<file path="config.mk">
export PLATFORM = sky130hd
export DESIGN_NAME = mem_wr_sched
export DESIGN_NICKNAME = d
export VERILOG_FILES = /design/src/rtl/mem_wr_sched_pkg.sv /design/src/rtl/mem_wr_sched_rr_arbiter.sv /design/src/rtl/mem_wr_sched.sv
export SDC_FILE = /design/constraint.sdc
export NUM_CORES = 1
export LEC_CHECK = 0
export ABC_AREA = 0
export BUFFER_PORTS_ARGS = -buffer_cell sky130_fd_sc_hd__buf_2
export CAP_MARGIN = 10
export CORE_UTILIZATION = 38
export DETAILED_ROUTE_END_ITERATION = 7
export GPL_ROUTABILITY_DRIVEN = 0
export GPL_TIMING_DRIVEN = 1
export PLACE_DENSITY = 0.66
export SLEW_MARGIN = 20
export SYNTH_ARGS = -nofsm -noshare
export SYNTH_HDL_FRONTEND = slang
export SYNTH_HIERARCHICAL = 1
export SYNTH_SLANG_ARGS = --single-unit
</file>
<file path="constraint.sdc">
create_clock -name wclk_int -period 3.9 [get_ports wclk_int]
set_input_delay 1.17 -clock wclk_int [delete_from_list [all_inputs] [get_ports wclk_int]]
set_output_delay 1.17 -clock wclk_int [all_outputs]
set_load 0.01 [all_outputs]
</file>
<file path="src/rtl/mem_wr_sched_pkg.sv">
// mem_wr_sched_pkg
//   Shared constants and helpers for the memory write-port scheduler.
//   Default geometry: 4 requesters, 18-bit words, 1024-word memory,
//   256-word circular region per requester.
package mem_wr_sched_pkg;

    localparam int NCH_DEFAULT    = 4;
    localparam int RAM_WW_DEFAULT = 18;
    localparam int RAM_WD_DEFAULT = 10;
    localparam int CH_AW_DEFAULT  = 8;

    // Channel index width and region depth for the default geometry.
    localparam int CH_W         = $clog2(NCH_DEFAULT);
    localparam int REGION_WORDS = 2 ** CH_AW_DEFAULT;

    // First memory word of channel c's region.
    function automatic int unsigned region_base(input int unsigned c,
                                                input int unsigned ch_aw);
        return c << ch_aw;
    endfunction

    // NCH is a power of two in 2..8 and all regions fit in the memory.
    function automatic bit params_legal(input int nch, input int ram_ww,
                                        input int ram_wd, input int ch_aw);
        return (nch >= 2) && (nch <= 8) && ((nch & (nch - 1)) == 0) &&
               (ram_ww > 0) && (ch_aw > 0) &&
               ((nch * (2 ** ch_aw)) <= (2 ** ram_wd));
    endfunction

endpackage

</file>
<file path="src/rtl/mem_wr_sched_rr_arbiter.sv">
// rr_arbiter
//   Combinational round-robin arbiter. The search starts at the channel
//   after last_grant and wraps modulo NCH (NCH is a power of two, so the
//   wrap is the natural overflow of the index adder).
//   Ports:
//     eligible   in  NCH    channels that may be granted this cycle
//     last_grant in  IDX_W  most recently granted channel
//     grant      out NCH    one-hot grant, all zero when nothing eligible
//     grant_idx  out IDX_W  encoded index of the granted channel
module rr_arbiter #(
    parameter int NCH   = 4,
    parameter int IDX_W = $clog2(NCH)
) (
    input  logic [NCH-1:0]   eligible,
    input  logic [IDX_W-1:0] last_grant,
    output logic [NCH-1:0]   grant,
    output logic [IDX_W-1:0] grant_idx
);

    logic             found;
    logic [IDX_W-1:0] cand;

    always_comb begin
        // NOTE: every variable gets a default before the loop so no path
        // leaves it unassigned; otherwise a latch would be inferred.
        grant     = '0;
        grant_idx = '0;
        found     = 1'b0;
        cand      = '0;
        // i == NCH wraps back to last_grant itself, searched last.
        for (int i = 1; i <= NCH; i++) begin
            cand = last_grant + IDX_W'(i);
            if (!found && eligible[cand]) begin
                found           = 1'b1;
                grant[cand]     = 1'b1;
                grant_idx       = cand;
            end
        end
    end

endmodule

</file>
<file path="src/rtl/mem_wr_sched.sv">
// mem_wr_sched
//   Shares one memory write port among NCH requesters, one write per
//   clock in round-robin order. Each requester owns a circular region of
//   2^CH_AW words starting at c << CH_AW. Fill levels rise on each write
//   and fall on consumer free pulses; a full channel is not granted.
//   Ports:
//     wclk_int, rst_int     clock, async active-low reset
//     req_valid/req_data    per-channel write requests (data packed by c)
//     req_ready             one-hot combinational grant
//     ch_free               per-channel one-word release pulse
//     waddr/data/we         registered memory write port
//     ch_full/ch_level      registered per-channel fill state
//     ch_wptr               registered next write offset per channel
//     err_underflow         sticky: free pulse seen on an empty channel
module mem_wr_sched
    import mem_wr_sched_pkg::*;
#(
    parameter int NCH    = NCH_DEFAULT,
    parameter int RAM_WW = RAM_WW_DEFAULT,
    parameter int RAM_WD = RAM_WD_DEFAULT,
    parameter int CH_AW  = CH_AW_DEFAULT
) (
    input  logic                       wclk_int,
    input  logic                       rst_int,
    input  logic [NCH-1:0]             req_valid,
    input  logic [NCH*RAM_WW-1:0]      req_data,
    output logic [NCH-1:0]             req_ready,
    input  logic [NCH-1:0]             ch_free,
    output logic [RAM_WD-1:0]          waddr,
    output logic [RAM_WW-1:0]          data,
    output logic                       we,
    output logic [NCH-1:0]             ch_full,
    output logic [NCH*(CH_AW+1)-1:0]   ch_level,
    output logic [NCH*CH_AW-1:0]       ch_wptr,
    output logic                       err_underflow
);

    localparam int              IDX_W      = $clog2(NCH);
    localparam logic [CH_AW:0]  FULL_LEVEL = (CH_AW+1)'(1) << CH_AW;

    if (!params_legal(NCH, RAM_WW, RAM_WD, CH_AW)) begin : g_bad_params
        $error("mem_wr_sched: illegal NCH/RAM_WW/RAM_WD/CH_AW combination");
    end

    logic [NCH-1:0][CH_AW:0]   level_q;
    logic [NCH-1:0][CH_AW:0]   level_next;
    logic [NCH-1:0][CH_AW-1:0] wptr_q;
    logic [IDX_W-1:0]          last_grant;
    logic [NCH-1:0]            eligible;
    logic [NCH-1:0]            grant;
    logic [IDX_W-1:0]          grant_idx;
    logic                      grant_any;
    logic                      underflow;

    // ch_full is registered, so a full channel with a same-cycle free pulse
    // stays ineligible until the following cycle.
    assign eligible  = req_valid & ~ch_full;
    assign grant_any = |grant;
    assign req_ready = grant;
    assign ch_level  = level_q;
    assign ch_wptr   = wptr_q;

    rr_arbiter #(
        .NCH   (NCH),
        .IDX_W (IDX_W)
    ) u_arb (
        .eligible   (eligible),
        .last_grant (last_grant),
        .grant      (grant),
        .grant_idx  (grant_idx)
    );

    // Write and free in the same cycle cancel. A free on an empty channel
    // that is not also being written leaves the level at 0 and flags.
    always_comb begin
        level_next = level_q;
        underflow  = 1'b0;
        for (int c = 0; c < NCH; c++) begin
            case ({grant[c], ch_free[c]})
                2'b10: level_next[c] = level_q[c] + (CH_AW+1)'(1);
                2'b01: begin
                    if (level_q[c] == '0) underflow = 1'b1;
                    else level_next[c] = level_q[c] - (CH_AW+1)'(1);
                end
                default: ;
            endcase
        end
    end

    always_ff @(posedge wclk_int or negedge rst_int) begin
        if (!rst_int) begin
            // NOTE: the per-channel level/pointer arrays are a handful of
            // flops, not a RAM, so they are reset like any other register.
            we            <= 1'b0;
            waddr         <= '0;
            data          <= '0;
            level_q       <= '0;
            wptr_q        <= '0;
            ch_full       <= '0;
            err_underflow <= 1'b0;
            last_grant    <= IDX_W'(NCH - 1);
        end else begin
            // NOTE: non-blocking assignments so every register samples the
            // pre-edge values regardless of statement order.
            we <= grant_any;
            if (grant_any) begin
                waddr <= RAM_WD'(region_base(32'(grant_idx), CH_AW))
                       | RAM_WD'(wptr_q[grant_idx]);
                data  <= req_data[grant_idx*RAM_WW +: RAM_WW];
                wptr_q[grant_idx] <= wptr_q[grant_idx] + CH_AW'(1);
                last_grant        <= grant_idx;
            end
            level_q <= level_next;
            for (int c = 0; c < NCH; c++) begin
                ch_full[c] <= (level_next[c] == FULL_LEVEL);
            end
            if (underflow) err_underflow <= 1'b1;
        end
    end

endmodule

</file>
### Yosys cells after proc, flatten, opt, wreduce, memory -nomap -nowiden

Cells that the tools add are included.

* output and inout port bits: 106
* flip-flop bits (word level): 104
* word-level logic and storage cells: 120
* input port bits: 82

* shifts and indexed selects: 1
* magnitude comparators: 10
* multipliers: 1
* mux-type cells: 48
* $add $sub $neg: 12
* equal/unequal tests: 12
* bitwise operators: 6
* reduce and logical (&&, ||, !) cells: 16

Operator list (number)
* 9-bit one-hot mux with 2 select lines: 4
* 72-bit by 8-bit indexed part select with 18-bit output: 1
* 9-bit by 1-bit adder with 9-bit output (second input constant): 4
* 9-bit equality test (second input constant): 4
* 9-bit zero test: 4
* 9-bit 2-to-1 mux: 4
* 9-bit by 1-bit subtractor with 9-bit output (second input constant): 4
* 32-bit bitwise mux: 1
* 1-bit 2-to-1 mux: 19
* 8-bit binary-select mux with 2-bit select: 1
* 8-bit demux with 2-bit select: 1
* 4-bit 2-to-1 mux: 4
* 8-bit 2-to-1 mux: 2
* 2-bit by 3-bit < comparator with 1-bit output (second input constant): 5
* 4-bit bitwise OR: 3
* 2-bit by 1-bit greater-or-equal comparator with 1-bit output (second input constant): 5
* 10-bit by 8-bit bitwise OR with 10-bit output: 1
* 8-bit by 1-bit adder with 8-bit output (second input constant): 1
* 1-bit binary-select mux with 2-bit select: 4
* 1-bit demux with 2-bit select: 4
* 2-bit by 1-bit equality test with 1-bit output (second input constant): 4
* 2-bit equality test (second input constant): 4
* 1-bit logical AND: 8
* 2-bit 2-to-1 mux: 4
* 7 further kinds: 10

### Depth between registers and ports, before layout

Gate-level depths: netlist of run 1.

* depth in word-level cells: 22
* gate-level depth with buffers: 17
* depth with buffers taken out: 14

### By module

Netlist of run 1, hierarchy kept.

By module, submodules not included
* mem_wr_sched: area each 6493.7 µm², times used 1, cells an instance 713, sequential area each 2605.0 µm²
* rr_arbiter: area each 545.5 µm², times used 1, cells an instance 68, sequential area each 0.0 µm²

### Least setup slack after synthesis of run 1

Ideal clock, no wire load.

* kind: input port to flip-flop
* from: input port req_valid[2]
* to: register ch_full[3]
* arrival: 4318 ps
* stages on the path: 15
* data required time: 3805 ps
* library setup time: 95 ps
* path buffers: 3
* path slack: -513 ps
* cells stage by stage: nor2b_1 -> buf_6 -> or3b_1 -> a2111o_1 -> nand2_1 -> a221o_2 -> inv_1 -> ha_1 -> clkbuf_1 -> clkbuf_1 -> nor2_1 -> nand3_1 -> o311ai_0 -> or4b_1 -> nor4b_2

RTL lines
* start: declaration: line mem_wr_sched.sv:25 `input logic [NCH-1:0] req_valid,`
* end signal: indexed assignment: line mem_wr_sched.sv:115 `ch_full[c] <= (level_next[c] == FULL_LEVEL);`
* end: declaration: line mem_wr_sched.sv:32 `output logic [NCH-1:0] ch_full,`

### Worst setup path after layout of run 1

* from: input port req_valid[1]
* to: output port req_ready[2]

* word-level cells in the longest chain between the ends: 13
* elaborated cells between the ends (all ways): 25
* those cells by class: mux (15); bitwise (4); reduce/logical (6)

Ends and longest elaborated chain
* 4-bit bitwise AND *: line mem_wr_sched.sv:57 `assign eligible = req_valid & ~ch_full;`
* named net eligible[1]: line mem_wr_sched.sv:49 `logic [NCH-1:0] eligible;`
* 1-bit binary-select mux with 2-bit select: line mem_wr_sched_rr_arbiter.sv:33 `if (!found && eligible[cand]) begin`
* 1-bit 2-to-1 mux (not written as such): line mem_wr_sched_rr_arbiter.sv:33
* 1-bit 2-to-1 mux: line mem_wr_sched_rr_arbiter.sv:33
* 1-bit zero test: line mem_wr_sched_rr_arbiter.sv:33
* 1-bit logical AND: line mem_wr_sched_rr_arbiter.sv:33
* 1-bit 2-to-1 mux: line mem_wr_sched_rr_arbiter.sv:33
* 1-bit zero test: line mem_wr_sched_rr_arbiter.sv:33
* 1-bit logical AND: line mem_wr_sched_rr_arbiter.sv:33
* 1-bit 2-to-1 mux: line mem_wr_sched_rr_arbiter.sv:33
* 1-bit zero test: line mem_wr_sched_rr_arbiter.sv:33
* 1-bit logical AND: line mem_wr_sched_rr_arbiter.sv:33
* 4-bit 2-to-1 mux *: line mem_wr_sched_rr_arbiter.sv:33
* end: declaration: line mem_wr_sched.sv:27 `output logic [NCH-1:0] req_ready,`

The timed path passes the listed nets; every way through them passes the cells marked *. The select of a mux whose other input is x is not followed.

==> results of run 1 <==
## path summary, 6_finish.rpt
check | startpoint | cells past startpoint | to
worst min register to register | data[17] | 2 | data[17]
min in group asynchronous | rst_int | 1 | ch_level[34]
worst min-delay path | data[17] | 2 | data[17]
worst max register to register | last_grant[0] | 15 | ch_full[0]
worst max-delay path | req_valid[1] | 10 | req_ready[2]
max in group asynchronous | rst_int | 2 | ch_wptr[9]
## cells by family (layout without fill, tap and decap cells)
logic type | after synthesis | count (layout) | synth area share [%]
compound gates | 171 | 171 | 16.5
xor+xnor | 9 | 9 | 1.12
flops | 104 | 104 | 37.0
buf+inv | 84 | 359 | 5.26
mux | 40 | 40 | 10.8
simple gates | 347 | 347 | 24.6
fa+ha+maj | 26 | 26 | 4.62
## final cells by class
class | instances | area, µm²
flip-flops and latches | 104 | 2610
clock inverters | 6 | 56.3
fillers | 1652 | 8480
well taps | 229 | 287
repair buffers | 310 | 1970
clock buffers | 10 | 239
multi-input cells | 593 | 4330
inverters | 33 | 124
## worst reg2reg max path, stage by stage, from the launching register on
cell,delay (ps)
dfstp_2,530
inv_1,90
ha_1,400
mux4_2,360
buf_6,160
buf_4,140
o21ai_2,130
a221o_2,160
inv_2,50
ha_4,290
nor2_2,30
mux2_4,270
nand2_2,50
o211ai_1,140
or4_4,530
nor4b_4,270
## per-stage QoR
| stage | setup slack (ps) | hold slack, ps | power [mW] | std cells | setup TNS [ps] |
|---|---|---|---|---|---|
| 4_1_cts | -109 | 471 | 10.2 | 1276 | -322 |
| 3_3_place_gp | -631 | 445 | 8.87 | 1254 | -20260 |
| 3_5_place_dp | -707 | 453 | 8.98 | 1254 | -25310 |
| 6_report | -109 | 466 | 10.5 | 1285 | -295 |
| 5_1_grt | -155 | 486 | 11.4 | 1285 | -805 |
| 2_1_floorplan | -340 | 507 | 6.28 | 781 | -1500 |
## power breakdown
group | internal [mW] | switching, mW | total (mW)
Combinational | 3.60 | 3.88 | 7.48
Sequential | 1.60 | 0.512 | 2.12
Clock | 0.466 | 0.450 | 0.917
## sequential cells by signal, summed over array words and instances, names as in the netlist
| name | flops |
|---|---|
| ch_full | 4 |
| ch_level | 36 |
| ch_wptr | 32 |
| data | 18 |
| err_underflow | 1 |
| last_grant | 2 |
| waddr | 10 |
| we | 1 |
## metal layers
| metal | vias up | global-route usage, % | share of wire, % | routed length [µm] |
|---|---|---|---|---|
| met1 | 3347 | 28.1 | 43 | 8970 |
| li1 | 3376 | - | - | - |
| met5 | - | 0 | 0 | 0 |
| met3 | 24 | 5.72 | 7.0 | 1460 |
| met4 | 0 | 7.57 | 1.5 | 314 |
| met2 | 271 | 36.4 | 49 | 10100 |
## cells in the final DEF (no fill, tap or decap), types with 9 or more instances in the layout
cell	count
buf_6	14
ha_1	19
buf_2	180
nor2_1	58
mux4_2	28
nand3_1	25
nor2b_1	9
a21oi_1	33
clkbuf_16	9
nand2_1	142
buf_4	113
o211ai_1	9
and3_1	9
inv_1	29
o21ai_0	36
dfrtp_1	102
nor3_1	15
## timing repair
item,in CTS,in global routing
gates resized for setup,31,41
pin swaps,7,17
setup endpoints to repair,28,12
buffers inserted,6,9
==> run_results.csv, run 1 <==
group,metric,value,unit
outcome,status,"finished with violations",
outcome,violations,"DRC, setup timing",
grt,grt_first_pass_wirelength,34.2,mm
timing,worstMarginPinSlew,835,ps
worst_setup_path,crit_type,"primary input to output pin",
layout,layout-drive-gt1-share,40.4,%
place,dp_hpwl,15.2,mm
worst_setup_path,crit_arrival,2840,ps
synthesis,yosys.cell_types.count,77,
timing,layout_setup_ws,-109,ps
grt,first_global_vias,6776,
synthesis,syn_nets,889,
drt,drtAntennaViolNets,0,
timing,clock.fmax,0.249,GHz
floorplan,row_count,49,
timing,period_minus_slack,4010,ps
synthesis,ys_async_sr_fraction,100,%
synthesis,yosys-top-cells-count,"nand2_1 (146), dfrtp_1 (102), nor2_1 (59), o21ai_0 (45), a21oi_1 (34)",
power,power_density,1090,mW/mm²
job,cap_violations,0,
synthesis,synth_edf_count,0,
worst_hold_path,holdCritPathClass,"register to register",
timing,setup_viol,5,
worst_setup_path,crit_path_max_fanout,8,
worst_setup_path,crit_path_end_kind,"output pin",
cts,cts_root_buf,"clkbuf_16",
synthesis,yosys_most_used_dff,"dfrtp_1",
floorplan,die-area,0.0191,mm²
grt,antenna_found_initial,0,
layout,antenna_cells,0,
grt,track_usage,22.1,%
worst_setup_path,cpMostUsedCell,"buf_6",
synthesis,synth_most_common_cell,"nand2_1",
synthesis,synth_area,0.00704,mm²
floorplan,core_area,0.0181,mm²
floorplan,die_h,138,µm
layout,utilization,53.1,%
worst_setup_path,crit_family,"buffers and inverters",
synthesis,synth_warnings,6,
synthesis,yosysTopAreaCellShare,36.3,%
worst_setup_path,max_stage_delay,500,ps
worst_setup_path,rrSetupSlack,190,ps
grt,grt_max_degree,59,
worst_setup_path,worst-path-buf-inv,5,
synthesis,synth-seq-cells,104,
floorplan,die_w,138,µm
timing,slew_viol_final,0,
layout,nNetsFinal,1159,
worst_setup_path,worstPathCellList,"buf_6 > nor2b_4 > mux4_2 > buf_6 > nand2_2 > o21ai_2 > a221o_2 > buf_6 > buf_6 > buf_6",
synthesis,syn_avg_cell_area,9.01,µm²
place,place_area,0.00892,mm²
timing,finalCritPeriodShare,103,%
drt,via_per_inst,5.46,
drt,avgRoutedWirePerCell,16.2,µm
cts,clk_pin_slew_worst_paths,70,ps
cts,hold_buffers,0,
layout,area_growth_syn_to_layout,36.5,%
worst_setup_path,critical-path-slowest-cell,"mux4_2",
layout,final_area,0.00961,mm²
worst_setup_path,critPathRequiredTime,2730,ps
cts,cts_buffer_depth,2,
synthesis,synthCells,781,
synthesis,synth.largest_area_cell,"dfrtp_1",
timing,clock_skew,10.3,ps
cts,h-tree-depth,3,
synthesis,seq_area_frac_synth,37.0,%
cts,clk_latency,360,ps
power,ir_drop,0.735,mV
power,p_leak,4.61,nW
cts,cts_buffers,9,
drt,first_pass_iters,8,
synthesis,synthTopCellsByArea,"dfrtp_1 (36%), mux4_2 (9.0%), nand2_1 (7.8%)",
cts,clock-sinks,104,
drt,drt_iter0_markers,352,
timing,rsz0062_at_grt,"true",
place,io_buffers,187,
timing,final_hold_viol_count,0,
drt,drt_wl_total,20.9,mm
grt,grt_overflow,0,
timing,slew_headroom,43.6,%
drt,route.detailed.drc,16,
floorplan,initial_core_util,38.9,%
floorplan,boundaryPins,188,
worst_setup_path,worstSetupStartpointType,"primary input",
drt,vias,7018,
cts,cts_tree,"done",
(Power assumes the default switching activity.)
==> inputs of run 2 (changes only) <==
--- a/config.mk
+++ b/config.mk
@@ -6,13 +6,15 @@
 export NUM_CORES = 1
 export LEC_CHECK = 0
 export ABC_AREA = 0
-export BUFFER_PORTS_ARGS = -buffer_cell sky130_fd_sc_hd__buf_2
+export ABC_CLOCK_PERIOD_IN_PS = 3900
 export CAP_MARGIN = 10
 export CORE_UTILIZATION = 38
+export CTS_CLUSTER_SIZE = 16
 export DETAILED_ROUTE_END_ITERATION = 7
+export DONT_BUFFER_PORTS = 1
 export GPL_ROUTABILITY_DRIVEN = 0
 export GPL_TIMING_DRIVEN = 1
-export PLACE_DENSITY = 0.66
+export PLACE_DENSITY = 0.57
 export SLEW_MARGIN = 20
 export SYNTH_ARGS = -nofsm -noshare
 export SYNTH_HDL_FRONTEND = slang
==> run_results.csv, run 2 (synthesis results as in run 1) <==
group,metric,value,unit
cts,h-tree-depth,3,
worst_setup_path,worstRegToRegCells,13,
timing,setup_viol,1,
drt,via_per_inst,5.81,
worst_setup_path,crit_arrival,2740,ps
floorplan,row_count,49,
timing,clock.fmax,0.256,GHz
drt,vias,6365,
timing,final_hold_viol_count,0,
place,place_inst,1070,
place,io_buffers,0,
layout,num-fill-cells,1688,
layout,final_common_cell,"nand2_1",
cts,cts_buffer_depth,2,
floorplan,initial_core_util,38.9,%
floorplan,die_w,138,µm
timing,worstMarginPinSlew,807,ps
cts,clk_pin_slew_worst_paths,70,ps
cts,cts_tree,"done",
grt,track_usage,21.1,%
timing,clock_skew,10.5,ps
timing,slew_headroom,45.4,%
floorplan,die_h,138,µm
layout,largest_reg_flops,36,
timing,layout_setup_ws,-9.06,ps
worst_hold_path,holdCritPathClass,"register to register",
grt,antenna_found_initial,0,
floorplan,boundaryPins,188,
grt,grt_overflow,0,
job,cap_violations,0,
drt,drt_iter0_markers,376,
power,ir_drop,0.522,mV
layout,nNetsFinal,971,
place,dp_hpwl,14.9,mm
worst_setup_path,worstSetupStartpointType,"primary input",
power,p_leak,3.80,nW
layout,fin_cells,1096,
worst_setup_path,crit_path_max_fanout,7,
worst_setup_path,crit_type,"primary input to output pin",
grt,first_global_vias,6167,
worst_setup_path,critPathRequiredTime,2730,ps
drt,first_pass_iters,6,
layout,utilization,47.8,%
layout,final_cell_mix,"nand2_1 (144), buf_4 (109), dfrtp_1 (102)",
drt,drtAntennaViolNets,0,
cts,cts_buffers,9,
outcome,violations,"DRC, setup timing",
timing,finalCritPeriodShare,100,%
grt,grt_max_degree,105,
layout,layout-drive-gt1-share,26.8,%
floorplan,die-area,0.0191,mm²
worst_setup_path,crit_path_end_kind,"output pin",
worst_hold_path,hold_depth,2,
cts,clk_latency,350,ps
cts,clock-sinks,104,
layout,antenna_cells,0,
timing,fin_tns_setup,-9.06,ps
floorplan,core_area,0.0181,mm²
power,finalPower,9.97,mW
outcome,status,"finished with violations",
timing,rsz0062_at_grt,"true",
drt,drt_wl_total,20.3,mm
timing,period_minus_slack,3910,ps
drt,avgRoutedWirePerCell,18.6,µm
timing,slew_viol_final,0,
drt,route.detailed.drc,14,
power,power_density,1150,mW/mm²
layout,area_growth_syn_to_layout,22.8,%
grt,grt_first_pass_wirelength,32.6,mm
cts,hold_buffers,0,
cts,cts_root_buf,"clkbuf_16",
-- run 2: changes by cell type in the layout (fill, tap and decap cells not counted), moves of 3 or more --
cell	previous run	this run
clkinv_2	0	3
o21ai_0	36	40
buf_2	180	0
buf_6	14	9
buf_4	113	109
o21ai_2	3	0
-- run 2: path summary, 6_finish.rpt --
kind                                from             to  slack (ps)
max                         req_valid[2]   req_ready[0]          -9
min                        last_grant[0]  last_grant[0]         470
max reg2reg                last_grant[0]     ch_full[3]          90
max in group asynchronous        rst_int  last_grant[1]        3140
min reg2reg                last_grant[0]  last_grant[0]         470
min in group asynchronous        rst_int    ch_level[6]         510
-- run 2: per-layer routing --
layer / vias to the layer above / wire [µm] / track usage [%]
met1: 3135 / 8740 / 27.2
li1: 3001 / - / -
met5: - / 0 / 0
met2: 204 / 9870 / 34.8
met4: 0 / 269 / 5.38
met3: 25 / 1480 / 6.03
-- run 2: critical path, cell delays in order --
cell	delay, ps
nor2b_4	120
buf_6	130
mux4_2	530
buf_4	170
nand2_1	50
o21ai_0	80
a221o_2	340
buf_6	150
-- run 2: power by group --
part / switching (mW) / internal (mW)
Clock: 0.410 / 0.559
Combinational: 3.41 / 3.16
Sequential: 0.815 / 1.60
-- run 2: repair_timing --
item                       4_1_cts  5_1_grt
buffers inserted                 5        6
gates resized for setup         21       36
pin swaps                        2       21
setup endpoints to repair        8        6
-- run 2: cell type report --
| class | instances | area (µm²) | share of cell area [%] |
|---|---|---|---|
| Sequential cell | 104 | 2610 | 30.1 |
| Tap cell | 229 | 287 | 3.32 |
| Clock buffer | 9 | 225 | 2.61 |
| Clock inverter | 6 | 83.8 | 0.970 |
| Multi-Input combinational cell | 593 | 4320 | 50.0 |
| Inverter | 33 | 124 | 1.43 |
| Timing Repair Buffer | 122 | 1000 | 11.6 |
-- run 2: metrics by stage --
step                hold slack (ps)  area, µm²  setup WS (ps)
floorplan                       507       7090           -340
global placement                466       8010           -416
detailed placement              464       8010           -541
CTS                             477       8460          -25.3
global route                    490       8640          -99.6
finish                          473       8640          -9.06
==> inputs of run 3 (changes only) <==
--- a/config.mk
+++ b/config.mk
@@ -8,13 +8,15 @@
 export ABC_AREA = 0
 export ABC_CLOCK_PERIOD_IN_PS = 3900
 export CAP_MARGIN = 10
-export CORE_UTILIZATION = 38
+export CELL_PAD_IN_SITES_DETAIL_PLACEMENT = 2
+export CELL_PAD_IN_SITES_GLOBAL_PLACEMENT = 2
+export CORE_UTILIZATION = 34
 export CTS_CLUSTER_SIZE = 16
 export DETAILED_ROUTE_END_ITERATION = 7
 export DONT_BUFFER_PORTS = 1
 export GPL_ROUTABILITY_DRIVEN = 0
 export GPL_TIMING_DRIVEN = 1
-export PLACE_DENSITY = 0.57
+export PLACE_DENSITY = 0.79
 export SLEW_MARGIN = 20
 export SYNTH_ARGS = -nofsm -noshare
 export SYNTH_HDL_FRONTEND = slang
==> run_results.csv, run 3 (synthesis results as in run 1) <==
group,metric,value,unit
worst_setup_path,r2r_start,"last_grant[0]",
cts,clock-sinks,104,
grt,groute.layer.met3.usage,6.52,%
worst_hold_path,holdCritPathClass,"primary input to async pin",
worst_setup_path,critical-path-slowest-cell,"mux4_2",
cts,cts_buffers,9,
floorplan,die_h,146,µm
floorplan,row_count,52,
place,dp_hpwl,20.5,mm
grt,grt_max_degree,105,
floorplan,core_area,0.0202,mm²
layout,final_area,0.00914,mm²
power,ir_drop,0.767,mV
job,cap_violations,0,
grt,first_global_vias,7725,
layout,num-fill-cells,2105,
worst_setup_path,endpoint,"ch_full[3]",
worst_setup_path,r2r_end,"ch_full[2]",
timing,finalCritPeriodShare,106,%
place,place_area,0.00810,mm²
drt,drt_wl_total,31.0,mm
worst_setup_path,crit_path_max_fanout,4,
grt,antenna_found_initial,0,
cts,clk_pin_slew_worst_paths,90,ps
worst_setup_path,max_stage_delay,550,ps
layout,final_common_cell,"nand2_1",
layout,largest_reg_flops,36,
timing,clock.fmax,0.243,GHz
floorplan,die-area,0.0213,mm²
cts,cts_root_buf,"clkbuf_16",
outcome,violations,"setup timing",
worst_setup_path,crit_arrival,4390,ps
cts,cts_buffer_depth,2,
drt,route.detailed.drc,0,
drt,vias,6928,
power,p_leak,4.00,nW
timing,rsz0062_at_grt,"true",
timing,slew_headroom,41.8,%
worst_setup_path,cpMostUsedCell,"buf_6",
layout,nNetsFinal,994,
drt,drtAntennaViolNets,0,
cts,h-tree-depth,3,
cts,clk_latency,370,ps
drt,first_pass_iters,5,
place,place_inst,1117,
cts,hold_buffers,0,
timing,hold-worst-slack,489,ps
grt,grt_first_pass_wirelength,44.7,mm
place,io_buffers,0,
layout,final-seq-area,0.00261,mm²
worst_setup_path,crit_type,"primary input to register",
cts,cts_tree,"done",
timing,final_hold_viol_count,0,
worst_setup_path,worstSetupStartpointType,"primary input",
timing,setup_viol,11,
floorplan,boundaryPins,188,
timing,worstMarginPinSlew,860,ps
worst_setup_path,crit_path_end_kind,"register",
power,power_density,1270,mW/mm²
grt,grtUsageMet2,49.7,%
layout,multiInputGateArea,0.00455,mm²
worst_setup_path,rrSetupSlack,-160,ps
grt,track_usage,27.0,%
layout,fin_cells,1161,
grt,grt.busiest_layer,"met2",
timing,slew_viol_final,0,
drt,via_per_inst,5.97,
timing,layout_setup_ws,-221,ps
worst_setup_path,worstPathCellList,"nor2b_4 > buf_6 > mux4_2 > buf_6 > nand2_4 > o21ai_2 > a221o_2 > buf_12 > ha_4 > nor2b_2 > a22o_1 > a311o_1 > or4b_4 > nor4b_4",
worst_setup_path,critPathRequiredTime,4170,ps
outcome,status,"finished with violations",
layout,layout-drive-gt1-share,32.9,%
timing,period_minus_slack,4120,ps
grt,grt_overflow,0,
layout,final_cell_mix,"nand2_1 (137), buf_4 (126), dfrtp_1 (102)",
timing,clock_skew,17.2,ps
floorplan,die_w,146,µm
worst_setup_path,startpoint,"req_valid[2]",
drt,avgRoutedWirePerCell,26.7,µm
grt,met1_usage,30.1,%
layout,antenna_cells,0,
worst_setup_path,worstRegToRegCells,16,
floorplan,initial_core_util,34.8,%
place,post-place-ws,-682,ps
drt,drt_iter0_markers,326,
layout,area_growth_syn_to_layout,29.9,%
==> run 3: cell types whose count changed in the layout (fill, tap and decap cells not counted), moves of 4 or more <==
cell and delta:
buf_4 +17, nand2_1 -7, o21ai_0 -7, nand2_2 +6
o21ai_2 +5, nand2b_4 +4
==> run 3: worst max-delay path, delay by kind of cell <==
| family | cells | cell delay [ps] |
|---|---|---|
| buf+inv | 3 | 460 |
| mux | 1 | 550 |
| simple gates | 5 | 1100 |
| fa+ha+maj | 1 | 160 |
| compound gates | 4 | 930 |
==> run 3: metrics by stage <==
stage	setup TNS, ps	util, %	power, mW
2_1_floorplan	-1500	-	6.28
3_3_place_gp	-6700	40.0	8.55
3_5_place_dp	-15350	40.0	9.17
4_1_cts	-100	42.8	10.6
5_1_grt	-2490	45.2	12.3
6_report	-1570	45.2	11.6
==> run 3: how the worst min path moves through the flow <==
stage	startpoint	slack, ps	cells past startpoint	end
final	rst_int	490	0	ch_level[22]
after global routing	rst_int	480	0	data[5]
after CTS	rst_int	480	0	ch_level[22]
after detailed placement	last_grant[0]	520	2	last_grant[0]
after global placement	last_grant[0]	510	2	last_grant[0]
after floorplan	data[0]	510	2	data[0]
==> run 3: metal layers <==
metal  wire [µm]  vias to the layer above
met5           0                        -
met3        1570                       47
met4         734                        0
met1       11700                     3662
li1            -                     3036
met2       17000                      183
==> run 3: timing repair <==
item / 4_1_cts / 5_1_grt
setup buffers: 6 / 22
resized for setup: 53 / 65
endpoints found under the setup margin: 7 / 35
pin swaps: 16 / 35
gates cloned: 0 / 1
==> run 3: layout make-up <==
class	instances	area share [%]
multi-input combinational	593	49.8
sequential	104	28.5
timing repair buffer	145	13.3
tap	270	3.69
clock buffer	9	2.46
inverter	33	1.35
clock inverter	7	0.862
==> run 3: power by group <==
| part | leakage, nW | internal [mW] | switching (mW) |
|---|---|---|---|
| clock network | 0.148 | 0.459 | 0.502 |
| logic | 2.56 | 3.78 | 4.36 |
| registers | 1.29 | 1.60 | 0.915 |
